[src/rtl/booth_mult_seq_if.sv]
// Start/operand and result handshake of the sequential Booth multiplier.
// master = requester (multdiv control), slave = booth_mult_seq.
interface booth_mult_seq_if;
  logic        ctrl_MULT;
  logic [31:0] data_operandA;
  logic [31:0] data_operandB;
  logic [31:0] data_result;
  logic        data_exception;
  logic        data_resultRDY;
  logic        busy;

  modport master (
    output ctrl_MULT, data_operandA, data_operandB,
    input  data_result, data_exception, data_resultRDY, busy
  );

  modport slave (
    input  ctrl_MULT, data_operandA, data_operandB,
    output data_result, data_exception, data_resultRDY, busy
  );
endinterface

[src/rtl/booth_mult_seq.sv]
// Sequential radix-2 Booth multiplier (32x32 signed -> low 32 bits + overflow)
// built around the shared 32-bit carry-lookahead add/subtract unit addCalc.
module addCalc (
  input  logic [31:0] A,
  input  logic [31:0] B,
  input  logic        subTrue,
  output logic [31:0] S,
  output logic        overflow,
  output logic        isNotEqual,
  output logic        isLessThan
);
  logic [31:0] bx;
  logic [31:0] g;
  logic [31:0] p;
  logic [32:0] c;
  logic [7:0]  gg;
  logic [7:0]  gp;
  logic [8:0]  bc;

  // Two-level lookahead: 4-bit group generate/propagate, then group carries.
  always_comb begin
    bx = B ^ {32{subTrue}};
    g  = A & bx;
    p  = A ^ bx;
    gg = '0;
    gp = '0;
    for (int unsigned k = 0; k < 8; k++) begin
      gg[k] = g[4*k+3]
            | (p[4*k+3] & g[4*k+2])
            | (p[4*k+3] & p[4*k+2] & g[4*k+1])
            | (p[4*k+3] & p[4*k+2] & p[4*k+1] & g[4*k]);
      gp[k] = &p[4*k +: 4];
    end
    bc    = '0;
    bc[0] = subTrue;
    for (int unsigned k = 0; k < 8; k++) begin
      bc[k+1] = gg[k] | (gp[k] & bc[k]);
    end
    c = '0;
    for (int unsigned k = 0; k < 8; k++) begin
      c[4*k]   = bc[k];
      c[4*k+1] = g[4*k] | (p[4*k] & bc[k]);
      c[4*k+2] = g[4*k+1] | (p[4*k+1] & g[4*k]) | (p[4*k+1] & p[4*k] & bc[k]);
      c[4*k+3] = g[4*k+2] | (p[4*k+2] & g[4*k+1])
               | (p[4*k+2] & p[4*k+1] & g[4*k])
               | (p[4*k+2] & p[4*k+1] & p[4*k] & bc[k]);
    end
    c[32]      = bc[8];
    S          = p ^ c[31:0];
    overflow   = c[32] ^ c[31];
    isNotEqual = |S;
    isLessThan = S[31] ^ overflow;
  end
endmodule

module booth_mult_seq #(
  parameter int unsigned WIDTH = 32,
  parameter int unsigned ITER  = 32
) (
  input  logic              clock,
  input  logic              reset,
  booth_mult_seq_if.slave   bus
);
  generate
    if (WIDTH != 32) begin : g_bad_width
      $error("booth_mult_seq: WIDTH must be 32 (adder is fixed-width)");
    end
    if (ITER != WIDTH) begin : g_bad_iter
      $error("booth_mult_seq: ITER must equal WIDTH");
    end
  endgenerate

  typedef enum logic [1:0] {IDLE, RUN, DONE} state_e;

  state_e             state_q, state_d;
  logic [WIDTH-1:0]   m_q, m_d;
  logic [WIDTH-1:0]   ph_q, ph_d;
  logic [WIDTH-1:0]   pl_q, pl_d;
  logic               q_q, q_d;
  logic [5:0]         cnt_q, cnt_d;
  logic [WIDTH-1:0]   result_q, result_d;
  logic               exc_q, exc_d;
  logic               rdy_q, rdy_d;
  logic               busy_q, busy_d;

  logic               add_sub;
  logic               add_take;
  logic [WIDTH-1:0]   add_s;
  logic               add_ovf;
  logic               add_ne_unused;
  logic               add_lt_unused;
  logic [WIDTH-1:0]   t_val;
  logic               t_sgn;
  logic [WIDTH-1:0]   ph_shift;
  logic [WIDTH-1:0]   pl_shift;

  addCalc u_add (
    .A          (ph_q),
    .B          (m_q),
    .subTrue    (add_sub),
    .S          (add_s),
    .overflow   (add_ovf),
    .isNotEqual (add_ne_unused),
    .isLessThan (add_lt_unused)
  );

  // Sign comes from S xor overflow so PH-M with M = -2^31 still shifts in the true sign.
  always_comb begin
    add_sub  = (pl_q[0] == 1'b1) && (q_q == 1'b0);
    add_take = pl_q[0] ^ q_q;
    t_val    = add_take ? add_s : ph_q;
    t_sgn    = add_take ? (add_s[WIDTH-1] ^ add_ovf) : ph_q[WIDTH-1];
    ph_shift = {t_sgn, t_val[WIDTH-1:1]};
    pl_shift = {t_val[0], pl_q[WIDTH-1:1]};
  end

  always_comb begin
    state_d  = state_q;
    m_d      = m_q;
    ph_d     = ph_q;
    pl_d     = pl_q;
    q_d      = q_q;
    cnt_d    = cnt_q;
    result_d = result_q;
    exc_d    = exc_q;
    rdy_d    = 1'b0;
    busy_d   = busy_q;
    if (bus.ctrl_MULT) begin
      m_d     = bus.data_operandA;
      pl_d    = bus.data_operandB;
      ph_d    = '0;
      q_d     = 1'b0;
      cnt_d   = '0;
      state_d = RUN;
      busy_d  = 1'b1;
    end else begin
      unique case (state_q)
        RUN: begin
          ph_d  = ph_shift;
          pl_d  = pl_shift;
          q_d   = pl_q[0];
          cnt_d = cnt_q + 6'd1;
          if (cnt_q == 6'(ITER - 1)) begin
            state_d  = DONE;
            busy_d   = 1'b0;
            rdy_d    = 1'b1;
            result_d = pl_shift;
            exc_d    = (ph_shift != {WIDTH{pl_shift[WIDTH-1]}});
          end
        end
        DONE:    state_d = IDLE;
        default: state_d = IDLE;
      endcase
    end
  end

  always_ff @(posedge clock) begin
    if (reset) begin
      state_q  <= IDLE;
      m_q      <= '0;
      ph_q     <= '0;
      pl_q     <= '0;
      q_q      <= 1'b0;
      cnt_q    <= '0;
      result_q <= '0;
      exc_q    <= 1'b0;
      rdy_q    <= 1'b0;
      busy_q   <= 1'b0;
    end else begin
      state_q  <= state_d;
      m_q      <= m_d;
      ph_q     <= ph_d;
      pl_q     <= pl_d;
      q_q      <= q_d;
      cnt_q    <= cnt_d;
      result_q <= result_d;
      exc_q    <= exc_d;
      rdy_q    <= rdy_d;
      busy_q   <= busy_d;
    end
  end

  assign bus.data_result    = result_q;
  assign bus.data_exception = exc_q;
  assign bus.data_resultRDY = rdy_q;
  assign bus.busy           = busy_q;
endmodule

[src/flat_wrapper.sv]
// flat-port wrapper written by rule: the top's interface ports become plain ports
module booth_mult_seq_flat 
#(
  parameter int unsigned WIDTH = 32,
  parameter int unsigned ITER  = 32
)
  (clock, reset, bus_ctrl_MULT, bus_data_operandA, bus_data_operandB, bus_data_result, bus_data_exception, bus_data_resultRDY, bus_busy);
  booth_mult_seq_if bus_i ();
  input  logic clock;
  input  logic reset;
  input wire logic [$bits(bus_i.ctrl_MULT)-1:0] bus_ctrl_MULT;
  input wire logic [$bits(bus_i.data_operandA)-1:0] bus_data_operandA;
  input wire logic [$bits(bus_i.data_operandB)-1:0] bus_data_operandB;
  output wire logic [$bits(bus_i.data_result)-1:0] bus_data_result;
  output wire logic [$bits(bus_i.data_exception)-1:0] bus_data_exception;
  output wire logic [$bits(bus_i.data_resultRDY)-1:0] bus_data_resultRDY;
  output wire logic [$bits(bus_i.busy)-1:0] bus_busy;
  assign bus_i.ctrl_MULT = bus_ctrl_MULT;
  assign bus_i.data_operandA = bus_data_operandA;
  assign bus_i.data_operandB = bus_data_operandB;
  assign bus_data_result = bus_i.data_result;
  assign bus_data_exception = bus_i.data_exception;
  assign bus_data_resultRDY = bus_i.data_resultRDY;
  assign bus_busy = bus_i.busy;
  booth_mult_seq #(.WIDTH(WIDTH), .ITER(ITER)) u_core (.clock(clock), .reset(reset), .bus(bus_i));
endmodule
[config.mk]
export PLATFORM = sky130hd
export DESIGN_NAME = booth_mult_seq_flat
export DESIGN_NICKNAME = d
export VERILOG_FILES = /design/src/rtl/booth_mult_seq_if.sv /design/src/rtl/booth_mult_seq.sv /design/src/flat_wrapper.sv
export SDC_FILE = /design/constraint.sdc
export NUM_CORES = 1
export LEC_CHECK = 0
export CORE_ASPECT_RATIO = 1.2
export CORE_MARGIN = 5
export CORE_UTILIZATION = 60
export DETAILED_ROUTE_END_ITERATION = 16
export PLACE_DENSITY_LB_ADDON = 0.3
export SLEW_MARGIN = 20
export SYNTH_ARGS = -nofsm -noshare
export SYNTH_HDL_FRONTEND = slang
export SYNTH_HIERARCHICAL = 1
export SYNTH_SLANG_ARGS = --single-unit
[constraint.sdc]
create_clock -name clock -period 7.22 [get_ports clock]
set_input_delay 1.083 -clock clock [delete_from_list [all_inputs] [get_ports clock]]
set_output_delay 1.083 -clock clock [all_outputs]
set_load 0.03 [all_outputs]
==> results of run 1 <==
[power by group]
part / switching, mW / internal, mW / total (mW)
Clock: 0.338 / 0.507 / 0.845
Combinational: 0.179 / 0.137 / 0.315
Sequential: 0.0275 / 0.802 / 0.830
[critical path, cell delays in order, from the launching register on]
cell and delay (ns):
dfxtp_1 0.36, ha_2 0.91, xor2_1 0.17, ha_1 0.37, a211oi_2 0.25, o21ai_1 0.16
a21oi_1 0.29, o21bai_1 0.10, a21o_1 0.20, and2_1 0.18, o21ai_0 0.19, nor2b_1 0.24
fa_1 0.44, inv_1 0.11, nand4_1 0.10, nor4_1 0.24, nand4_1 0.12, o41ai_1 0.09
nor3_1 0.12, o21a_1 0.20
[flip-flops by register name, summed over array words and instances, names as in the netlist]
signal / cells
u_core/ph_q: 32
u_core/bus.data_result: 32
u_core/bus.data_resultRDY: 1
u_core/cnt_q: 6
u_core/m_q: 32
u_core/bus.busy: 1
u_core/bus.data_exception: 1
u_core/state_q: 2
u_core/pl_q: 32
u_core/q_q: 1
[layer usage]
layer | vias up | share of wire [%] | track usage [%]
met5 | - | 0 | 0
met4 | 0 | 1.8 | 8.818
met3 | 26 | 6.9 | 7.996
met2 | 180 | 49 | 40.65
met1 | 3142 | 42 | 29.64
li1 | 3432 | - | -
[per-stage QoR]
step           util [%]  power, mW  worst slack [ns]  cell area (um^2)  instances
6_report          73.49      1.991             2.261              9228       1193
5_1_grt           73.49      2.084             1.793              9228       1193
4_1_cts           73.49      2.002             2.265              9228       1193
3_5_place_dp      68.93      1.157             2.281              8655       1162
3_3_place_gp      68.93      1.148             2.483              8655       1162
2_1_floorplan         -      1.068             2.905              7629        951
[cell type report]
class / instances / area [um^2]
multi-input combinational: 723 / 4487
inverter: 27 / 101.3
fill: 980 / 3328
clock buffer: 18 / 429.2
timing repair buffer: 108 / 1059
tap: 164 / 205.2
clock inverter: 13 / 143.9
sequential: 140 / 2803
[worst max path at each step]
stage / startpoint / cells past startpoint / end
finish: u_core/pl_q[0] / 19 / u_core/bus.data_exception
global route: u_core/pl_q[0] / 19 / u_core/bus.data_exception
CTS: u_core/pl_q[0] / 19 / u_core/bus.data_exception
detailed placement: u_core/pl_q[0] / 19 / u_core/bus.data_exception
global placement: u_core/pl_q[0] / 19 / u_core/bus.data_exception
floorplan: u_core/pl_q[0] / 21 / u_core/bus.data_exception
[layout by cell type (no fill, tap or decap), types with 3 or more instances in the layout]
| cell | instances |
|---|---|
| a211oi_1 | 31 |
| a21o_1 | 5 |
| a21oi_1 | 128 |
| and2_1 | 3 |
| buf_4 | 9 |
| clkbuf_16 | 17 |
| clkdlybuf4s50_1 | 99 |
| clkinv_4 | 3 |
| clkinvlp_4 | 4 |
| dfxtp_1 | 140 |
| fa_1 | 7 |
| ha_1 | 33 |
| inv_1 | 27 |
| mux2i_1 | 64 |
| nand2_1 | 147 |
| nand3_1 | 8 |
| nand4_1 | 17 |
| nor2_1 | 127 |
| nor2b_1 | 4 |
| nor3_1 | 12 |
| nor4_1 | 16 |
| nor4b_1 | 3 |
| o21ai_0 | 12 |
| o21ai_1 | 5 |
| or2_2 | 3 |
| or4_1 | 3 |
| xnor2_1 | 17 |
| xor2_1 | 41 |
==> key figures, run 1 <==
Outcome
  – Status: complete, no violations

Finish
  – Area Growth Syn to Fin: 20.96%
  – Layout net count: 1125
  – Layout cells sized above 1: under 10%
  – # diodes: 0

STA
  – Worst Skew: approximately 0.0093 ns
  – Worst Hold Margin: roughly 0.45 ns
  – Fin. Hold Viols: 0
  – Setup TNS: 0 ns
  – Period minus WS final: ~5.0 ns
  – Max_slew headroom: approximately 28%
  – Final slew viol count: 0
  – RSZ-0062 raised after global routing: no
  – Fin crit share: roughly 69%
  – Setup violations, final: 0
  – Fmax: roughly 200 MHz
  – Least-Margin Pin Slew: approximately 1.1 ns

Clock network
  – TritonCTS clock tree: done
  – Latest clock arrival within the worst-skew pair: about 0.43 ns
  – Clock Pin Slew Worst Setup and Hold Paths: approximately 0.060 ns
  – Hold Buf Count CTS: 0
  – Clk sink count: between 100 and 150
  – CTS Root Cell: clkbuf_16
  – Clk buf depth: 2
  – Postcts setup bufs: 0
  – H-Tree Depth: 4
  – Total CTS buffers: 17
  – Post_cts resized: 0

Placement
  – Final GP Congestion: around 0.96
  – Hpwl dp: approximately 12 mm
  – # port buffers: 101

Critical path
  – Worst r2r src: u_core/pl_q[0]
  – CP Data Required Time: 7.54 ns
  – Setup slack, reg-to-reg: 2.26 ns
  – Critical path data arrival time: between 5 and 6 ns
  – Worst r2r path cells: 19
  – Worst-path fanout max: 36
  – CP Class: reg -> reg
  – CP endpoint kind: flip-flop
  – Startpoint types: flip-flop
  – Worst r2r dst: u_core/bus.data_exception

Logic synthesis
  – Synth Warn #: 6
  – Mapped cell area: between 7000 and 8000 um^2
  – Mean Syn Cell Area: approximately 8.0 um^2
  – Cells after Synth: 951
  – Syn nets: between 1000 and 1500

GRT
  – GR Overflow Total: 0
  – Initial antenna violation count: 0
  – Global-route wire length before repair: about 31 mm
  – All-layer global routing usage: 24.50%
  – Largest net degree at the start of global routing: 75
  – Vias in the first global route: 6510

Drt
  – Drt first pass iters: 5
  – Routed WL: approximately 18 mm
  – Drt drc: 0
  – Wire length per cell: between 15 and 20 um
  – Via Count: a little under 7000
  – Remaining antenna violation count after routing: 0
  – DRT iter0 DRCs: 272
  – DR vias/cell: about 5.7

Die
  – IO Count: slightly above 100
  – Initial Utilization: between 60% and 70%
  – Core area: around 13000 um^2
  – # rows: 45
  – Die span in x: about 110 um
  – Die Area: around 15000 um^2
  – Die Height: roughly 130 um

Power and ir drop
  – Leak pwr: about 3.8 nW
  – Power Density: about 220 nW/um^2
  – Peak supply drop: ~0.00016 V

Worst hold path
  – Hold path depth: 2
  – Hold crit path type: reg -> reg
  – Hold path start: u_core/bus.data_result[4]
  – WHS Endpoint: u_core/bus.data_result[4]

Run
  – Max-cap check violation count: 0
No activity file was read; power rests on OpenSTA's default activity.
==> run 2: changes to the inputs <==
CORE_UTILIZATION = 56   (was 60)
clock period = 4.57 ns   (was 7.22 ns; I/O delays follow)
==> key figures, run 2 (synthesis gave the netlist of run 1 again) <==
Critical path
  – Worst-path fanout max: 12 (-67%)
  – CP Buf/Inv Count: 3 (+2)
  – CP Class: reg -> reg
  – CP cell instances: inv_1 > ha_4 > buf_4 > buf_4 > xor2_1 > ha_1 > nand2_1 > nor4_2 > a32oi_1 > and3_1 > o21a_1 > o21ai_0 > a21oi_1 > fa_1 > xnor2_1 > nor4_1 > nand2_1 > a21oi_1 > o22ai_1 > o21a_1
  – CP max stage delay: 0.38 ns (-0.53 ns)
  – CP Data Required Time: 4.88 ns (-2.66 ns)
  – Startpoint types: flip-flop
  – Delay-heaviest family, CP: simple AND/OR/NAND/NOR gates
  – Critical path data arrival time: 4.56 ns (-0.72 ns)
  – CP endpoint kind: flip-flop
  – Slowest CP cell: fa_1

Drt
  – DR vias/cell: 5.726 (+0.76%)
  – Via Count: 6906 (+1.9%)
  – Drt drc: 0 (unchanged)
  – Remaining antenna violation count after routing: 0 (unchanged)
  – Drt first pass iters: 5 (unchanged)
  – DRT iter0 DRCs: 309 (+14%)
  – Wire length per cell: 15.31 um (-0.24%)
  – Routed WL: 18.46 mm (+0.85%)

STA
  – Least-Margin Pin Slew: 0.8199 ns (-0.2579 ns)
  – Setup violations, final: 0 (unchanged)
  – RSZ-0062 raised after global routing: no
  – Fin. Hold Viols: 0 (unchanged)
  – Final slew viol count: 0 (unchanged)
  – Max_slew headroom: 45.34% (+17 points)
  – Worst Skew: 0.005677 ns (-0.003634 ns)
  – Setup TNS: 0 ns (unchanged)
  – Fin crit share: 93.06% (+24 points)
  – Period minus WS final: 4.253 ns (-0.7064 ns)
  – Fmax: 235.1 MHz (+17%)

Placement
  – Hpwl dp: 12.49 mm (+2.4%)
  – # port buffers: 101 (unchanged)
  – Final GP Congestion: 0.9222 (-3.7%)
  – Placed instance count: 1170 (+0.69%)
  – Area after DPL: 8690 um^2 (+0.40%)

Power and ir drop
  – Power Density: 346.2 nW/um^2 (+60%)
  – Peak supply drop: 0.0002691 V (+65%)
  – Leak pwr: 3.880 nW (+1.8%)
  – Power consumption: 3.238 mW (+63%)

Die
  – Die Area: 16070 um^2 (+6.5%)
  – Core area: 13300 um^2 (+5.9%)
  – # rows: 46 (+2.2%)
  – IO Count: 102 (unchanged)
  – Die Height: 137.9 um (+3.2%)
  – Initial Utilization: 57.38% (-3.4 points)
  – Die span in x: 116.5 um (+3.2%)

Clock network
  – CTS Root Cell: clkbuf_16
  – Hold Buf Count CTS: 0 (unchanged)
  – Clk sink count: 140 (unchanged)
  – Total CTS buffers: 17 (unchanged)
  – Clk buf depth: 2 (unchanged)
  – Latest clock arrival within the worst-skew pair: 0.42 ns (about the same)
  – H-Tree Depth: 4 (unchanged)
  – Clock Pin Slew Worst Setup and Hold Paths: 0.06 ns (about the same)
  – TritonCTS clock tree: done

Run
  – Max-cap check violation count: 0 (unchanged)

Finish
  – Post-route insts no fill: 1206 (+1.1%)
  – Finished Cell Area: 9354 um^2 (+1.4%)
  – Commonest non-fill, non-tap cell in the layout: nand2_1
  – # diodes: 0 (unchanged)
  – Layout net count: 1133 (+0.71%)
  – Layout cells sized above 1: 6.069% (+1.0 points)
  – Most frequent cells in the layout: nand2_1 (147), dfxtp_1 (140), nor2_1 (127), a21oi_1 (127), clkdlybuf4s50_1 (99)
  – # fillers: 1111 (+13%)
  – Area Growth Syn to Fin: 22.62%

GRT
  – Initial antenna violation count: 0 (unchanged)
  – Largest net degree at the start of global routing: 72 (-4.0%)
  – GR Overflow Total: 0 (unchanged)
  – Global-route wire length before repair: 30.17 mm (-1.2%)
  – All-layer global routing usage: 23.10% (-1.4 points)
  – Vias in the first global route: 6502 (-0.12%)

Outcome
  – Status: complete, no violations

Worst hold path
  – Hold crit path type: reg -> reg
run 2: area by class of cell:
class                           count  area [um^2]  share of cell area, %
Multi-Input combinational cell    723         4513                  48.25
Sequential cell                   140         2803                  29.96
Timing Repair Buffer              116         1119                  11.96
Clock buffer                       20        446.7                  4.775
Tap cell                          168        210.2                  2.247
Clock inverter                     12        161.4                  1.726
Inverter                           27        101.3                  1.083
run 2: stage by stage:
| stage | setup slack [ns] | hold WS (ns) | utilization, % |
|---|---|---|---|
| after floorplan | 0.2547 | 0.4363 | - |
| after global placement | 0.2688 | 0.4368 | 65.36 |
| after detailed placement | 0.1093 | 0.4431 | 65.36 |
| after CTS | 0.06166 | 0.4516 | 69.93 |
| after global routing | 0.04135 | 0.4620 | 70.36 |
| final | 0.3173 | 0.4483 | 70.36 |
run 2: layer usage:
| layer | GRT usage, % | up-vias | part of all wire (%) |
|---|---|---|---|
| li1 | - | 3438 | - |
| met1 | 28.97 | 3220 | 42 |
| met5 | 0 | - | 0 |
| met3 | 6.809 | 34 | 7.3 |
| met2 | 37.91 | 214 | 48 |
| met4 | 7.967 | 0 | 2.4 |
run 2: what timing repair did:
item / in CTS / in global routing
buffers inserted: 0 / 4
setup endpoints to repair: 0 / 1
gates resized for setup: 0 / 4
run 2: worst register-to-register path, delay by kind of cell, from the launching register on:
family / cells / cell delay, ns
AND/OR/NAND/NOR: 5 / 1.11
AO/OA/AOI/OAI: 7 / 1.07
adder cells (fa/ha/maj): 3 / 0.94
buffers and inverters: 3 / 0.40
flip-flops: 1 / 0.33
XOR/XNOR: 2 / 0.32
run 2: report_power, final:
group          internal [mW]  switching [mW]
Sequential              1.27          0.0432
Combinational          0.222           0.286
Clock                  0.880           0.539
Total                   2.37           0.869
run 2: path summary, 6_finish.rpt:
| kind | from | end | cells after the start | slack [ns] |
|---|---|---|---|---|
| setup / recovery | u_core/q_q | u_core/bus.data_exception | 20 | 0.32 |
| hold / removal | u_core/bus.data_result[26] | u_core/bus.data_result[26] | 2 | 0.45 |
| setup reg to reg | u_core/q_q | u_core/bus.data_exception | 20 | 0.32 |
| hold reg to reg | u_core/bus.data_result[26] | u_core/bus.data_result[26] | 2 | 0.45 |
==> run 3: changes to the inputs <==
CORE_ASPECT_RATIO = 2   (was 1.2)
CORE_UTILIZATION = 60   (was 56)
clock period = 5 ns   (was 4.57 ns; I/O delays follow)
==> key figures, run 3 (synthesis gave the netlist of run 1 again) <==
Die
  – Initial Utilization: 60.76% (+3.4 points)
  – Die Height: 169.5 um (+23%)
  – Core area: 12550 um^2 (-5.6%)
  – # rows: 58 (+26%)
  – Die span in x: 89.73 um (-23%)
  – Die Area: 15210 um^2 (-5.4%)
  – IO Count: 102 (unchanged)

Critical path
  – CP Class: reg -> reg
  – Critical path data arrival time: 4.81 ns (+0.25 ns)
  – Setup slack, reg-to-reg: 0.50 ns (+0.18 ns)
  – Crit path from: u_core/pl_q[0]
  – Worst r2r dst: u_core/bus.data_exception
  – CP endpoint kind: flip-flop
  – Worst r2r src: u_core/pl_q[0]
  – Crit path capture: u_core/bus.data_exception
  – Worst r2r path cells: 19 (-5.0%)
  – CP Data Required Time: 5.31 ns (+0.43 ns)
  – Worst-path fanout max: 25 (+13)
  – Startpoint types: flip-flop

Placement
  – # port buffers: 101 (unchanged)
  – Area after DPL: 8645 um^2 (-0.52%)
  – Placed instance count: 1149 (-1.8%)
  – Final GP Congestion: 0.8942 (-3.0%)
  – Hpwl dp: 13.08 mm (+4.7%)

Outcome
  – Status: complete, no violations

Finish
  – Layout cells sized above 1: 5.238% (-0.83 points)
  – Area of the multi-input gates: 4497 um^2 (-0.36%)
  – # fillers: 1021 (-8.1%)
  – Commonest non-fill, non-tap cell in the layout: nand2_1
  – Register area: 2803 um^2 (unchanged)
  – # diodes: 0 (unchanged)
  – Finished Cell Area: 9213 um^2 (-1.5%)
  – Layout net count: 1126 (-0.62%)
  – Most frequent cells in the layout: nand2_1 (147), dfxtp_1 (140), a21oi_1 (128)
  – Post-route insts no fill: 1181 (-2.1%)
  – Area Growth Syn to Fin: 20.76%

GRT
  – Initial antenna violation count: 0 (unchanged)
  – Global-route wire length before repair: 32.11 mm (+6.4%)
  – GR Overflow Total: 0 (unchanged)
  – Largest net degree at the start of global routing: 57 (-21%)
  – Vias in the first global route: 6894 (+6.0%)
  – All-layer global routing usage: 25.03% (+1.9 points)

Clock network
  – Postcts setup bufs: 0 (unchanged)
  – Clk sink count: 140 (unchanged)
  – TritonCTS clock tree: done
  – Clk buf depth: 2 (unchanged)
  – H-Tree Depth: 4 (unchanged)
  – CTS Root Cell: clkbuf_16
  – Clock Pin Slew Worst Setup and Hold Paths: 0.06 ns (about the same)
  – Latest clock arrival within the worst-skew pair: 0.42 ns (about the same)
  – Total CTS buffers: 17 (unchanged)
  – Hold Buf Count CTS: 0 (unchanged)
  – Post_cts resized: 0 (unchanged)

Drt
  – Wire length per cell: 16.17 um (+5.7%)
  – DRT iter0 DRCs: 485 (+57%)
  – Drt first pass iters: 5 (unchanged)
  – Drt drc: 0 (unchanged)
  – Remaining antenna violation count after routing: 0 (unchanged)
  – Via Count: 6866 (-0.58%)
  – Routed WL: 19.10 mm (+3.5%)
  – DR vias/cell: 5.814 (+1.5%)

STA
  – Setup violations, final: 0 (unchanged)
  – Period minus WS final: 4.500 ns (+0.2472 ns)
  – Worst Skew: 0.01297 ns (+0.007293 ns)
  – Final slew viol count: 0 (unchanged)
  – Setup TNS: 0 ns (unchanged)
  – Least-Margin Pin Slew: 1.031 ns (+0.2111 ns)
  – RSZ-0062 raised after global routing: no
  – Fin. Hold Viols: 0 (unchanged)
  – Fmax: 222.2 MHz (-5.5%)
  – Max_slew headroom: 31.12% (-14 points)
  – Fin crit share: 90.00% (-3.1 points)

Run
  – Max-cap check violation count: 0 (unchanged)

Power and ir drop
  – Peak supply drop: 0.0002764 V (+2.7%)
  – Power Density: 309.8 nW/um^2 (-11%)
  – Leak pwr: 3.812 nW (-1.7%)

Worst hold path
  – Hold crit path type: reg -> reg
[run 3: changes by cell type in the layout (fill, tap and decap cells not counted), moves of 2 or more]
cell       change
clkinv_4       +2
clkinv_2       -2
buf_4          -7
bufinv_16      -3
inv_6          +3
[run 3: report_power, final]
group	internal (mW)	switching, mW	total [mW]
sequential	1.16	0.0399	1.20
clock	0.653	0.541	1.19
combinational	0.199	0.263	0.462
[run 3: layout make-up]
| cell class | instances | share of cell area [%] |
|---|---|---|
| multi-input cells | 723 | 48.81 |
| flip-flops and latches | 140 | 30.42 |
| repair buffers | 109 | 11.57 |
| clock buffers | 18 | 4.658 |
| well taps | 150 | 2.037 |
| clock inverters | 14 | 1.399 |
| inverters | 27 | 1.100 |
[run 3: routing by layer]
layer	track usage, %	wire length (um)	vias to the layer above	part of all wire, %
met3	5.013	789	42	4.1
met2	47.10	10380	162	54
li1	-	-	3420	-
met4	11.51	570	0	3.0
met5	0	0	-	0
met1	26.21	7359	3242	39
[run 3: worst min-delay path by stage]
stage	startpoint	end	slack [ns]	cells after the start
2_1_floorplan	u_core/q_q	u_core/q_q	0.44	2
3_3_place_gp	u_core/bus.data_result[20]	u_core/bus.data_result[20]	0.44	2
3_5_place_dp	u_core/bus.data_result[7]	u_core/bus.data_result[7]	0.44	2
4_1_cts	u_core/bus.data_result[7]	u_core/bus.data_result[7]	0.45	2
5_1_grt	u_core/bus.data_result[3]	u_core/bus.data_result[3]	0.47	2
6_report	u_core/bus.data_result[28]	u_core/bus.data_result[28]	0.45	2
[run 3: per-stage QoR]
step,hold WS (ns),util (%),power (mW),setup slack (ns)
after floorplan,0.4363,-,1.542,0.6847
after global placement,0.4366,68.86,1.668,0.3983
after detailed placement,0.4428,68.86,1.676,0.3155
after CTS,0.4524,73.30,2.871,0.3061
after global routing,0.4744,73.38,2.986,0.2030
final,0.4489,73.38,2.854,0.5001
[run 3: worst max-delay path, stage by stage, from the launching register on]
cell and delay, ns:
dfxtp_1 0.41, ha_4 0.44, xor2_1 0.20, ha_1 0.31, a211oi_2 0.26, o21ai_1 0.17
a21oi_1 0.30, o21bai_1 0.10, a21o_1 0.19, and2_1 0.17, o21ai_0 0.19, nor2b_1 0.22
fa_1 0.43, inv_1 0.10, nand4_1 0.12, nor4_1 0.25, nand4_1 0.13, o41ai_1 0.09
nor3_1 0.11, o21a_1 0.19
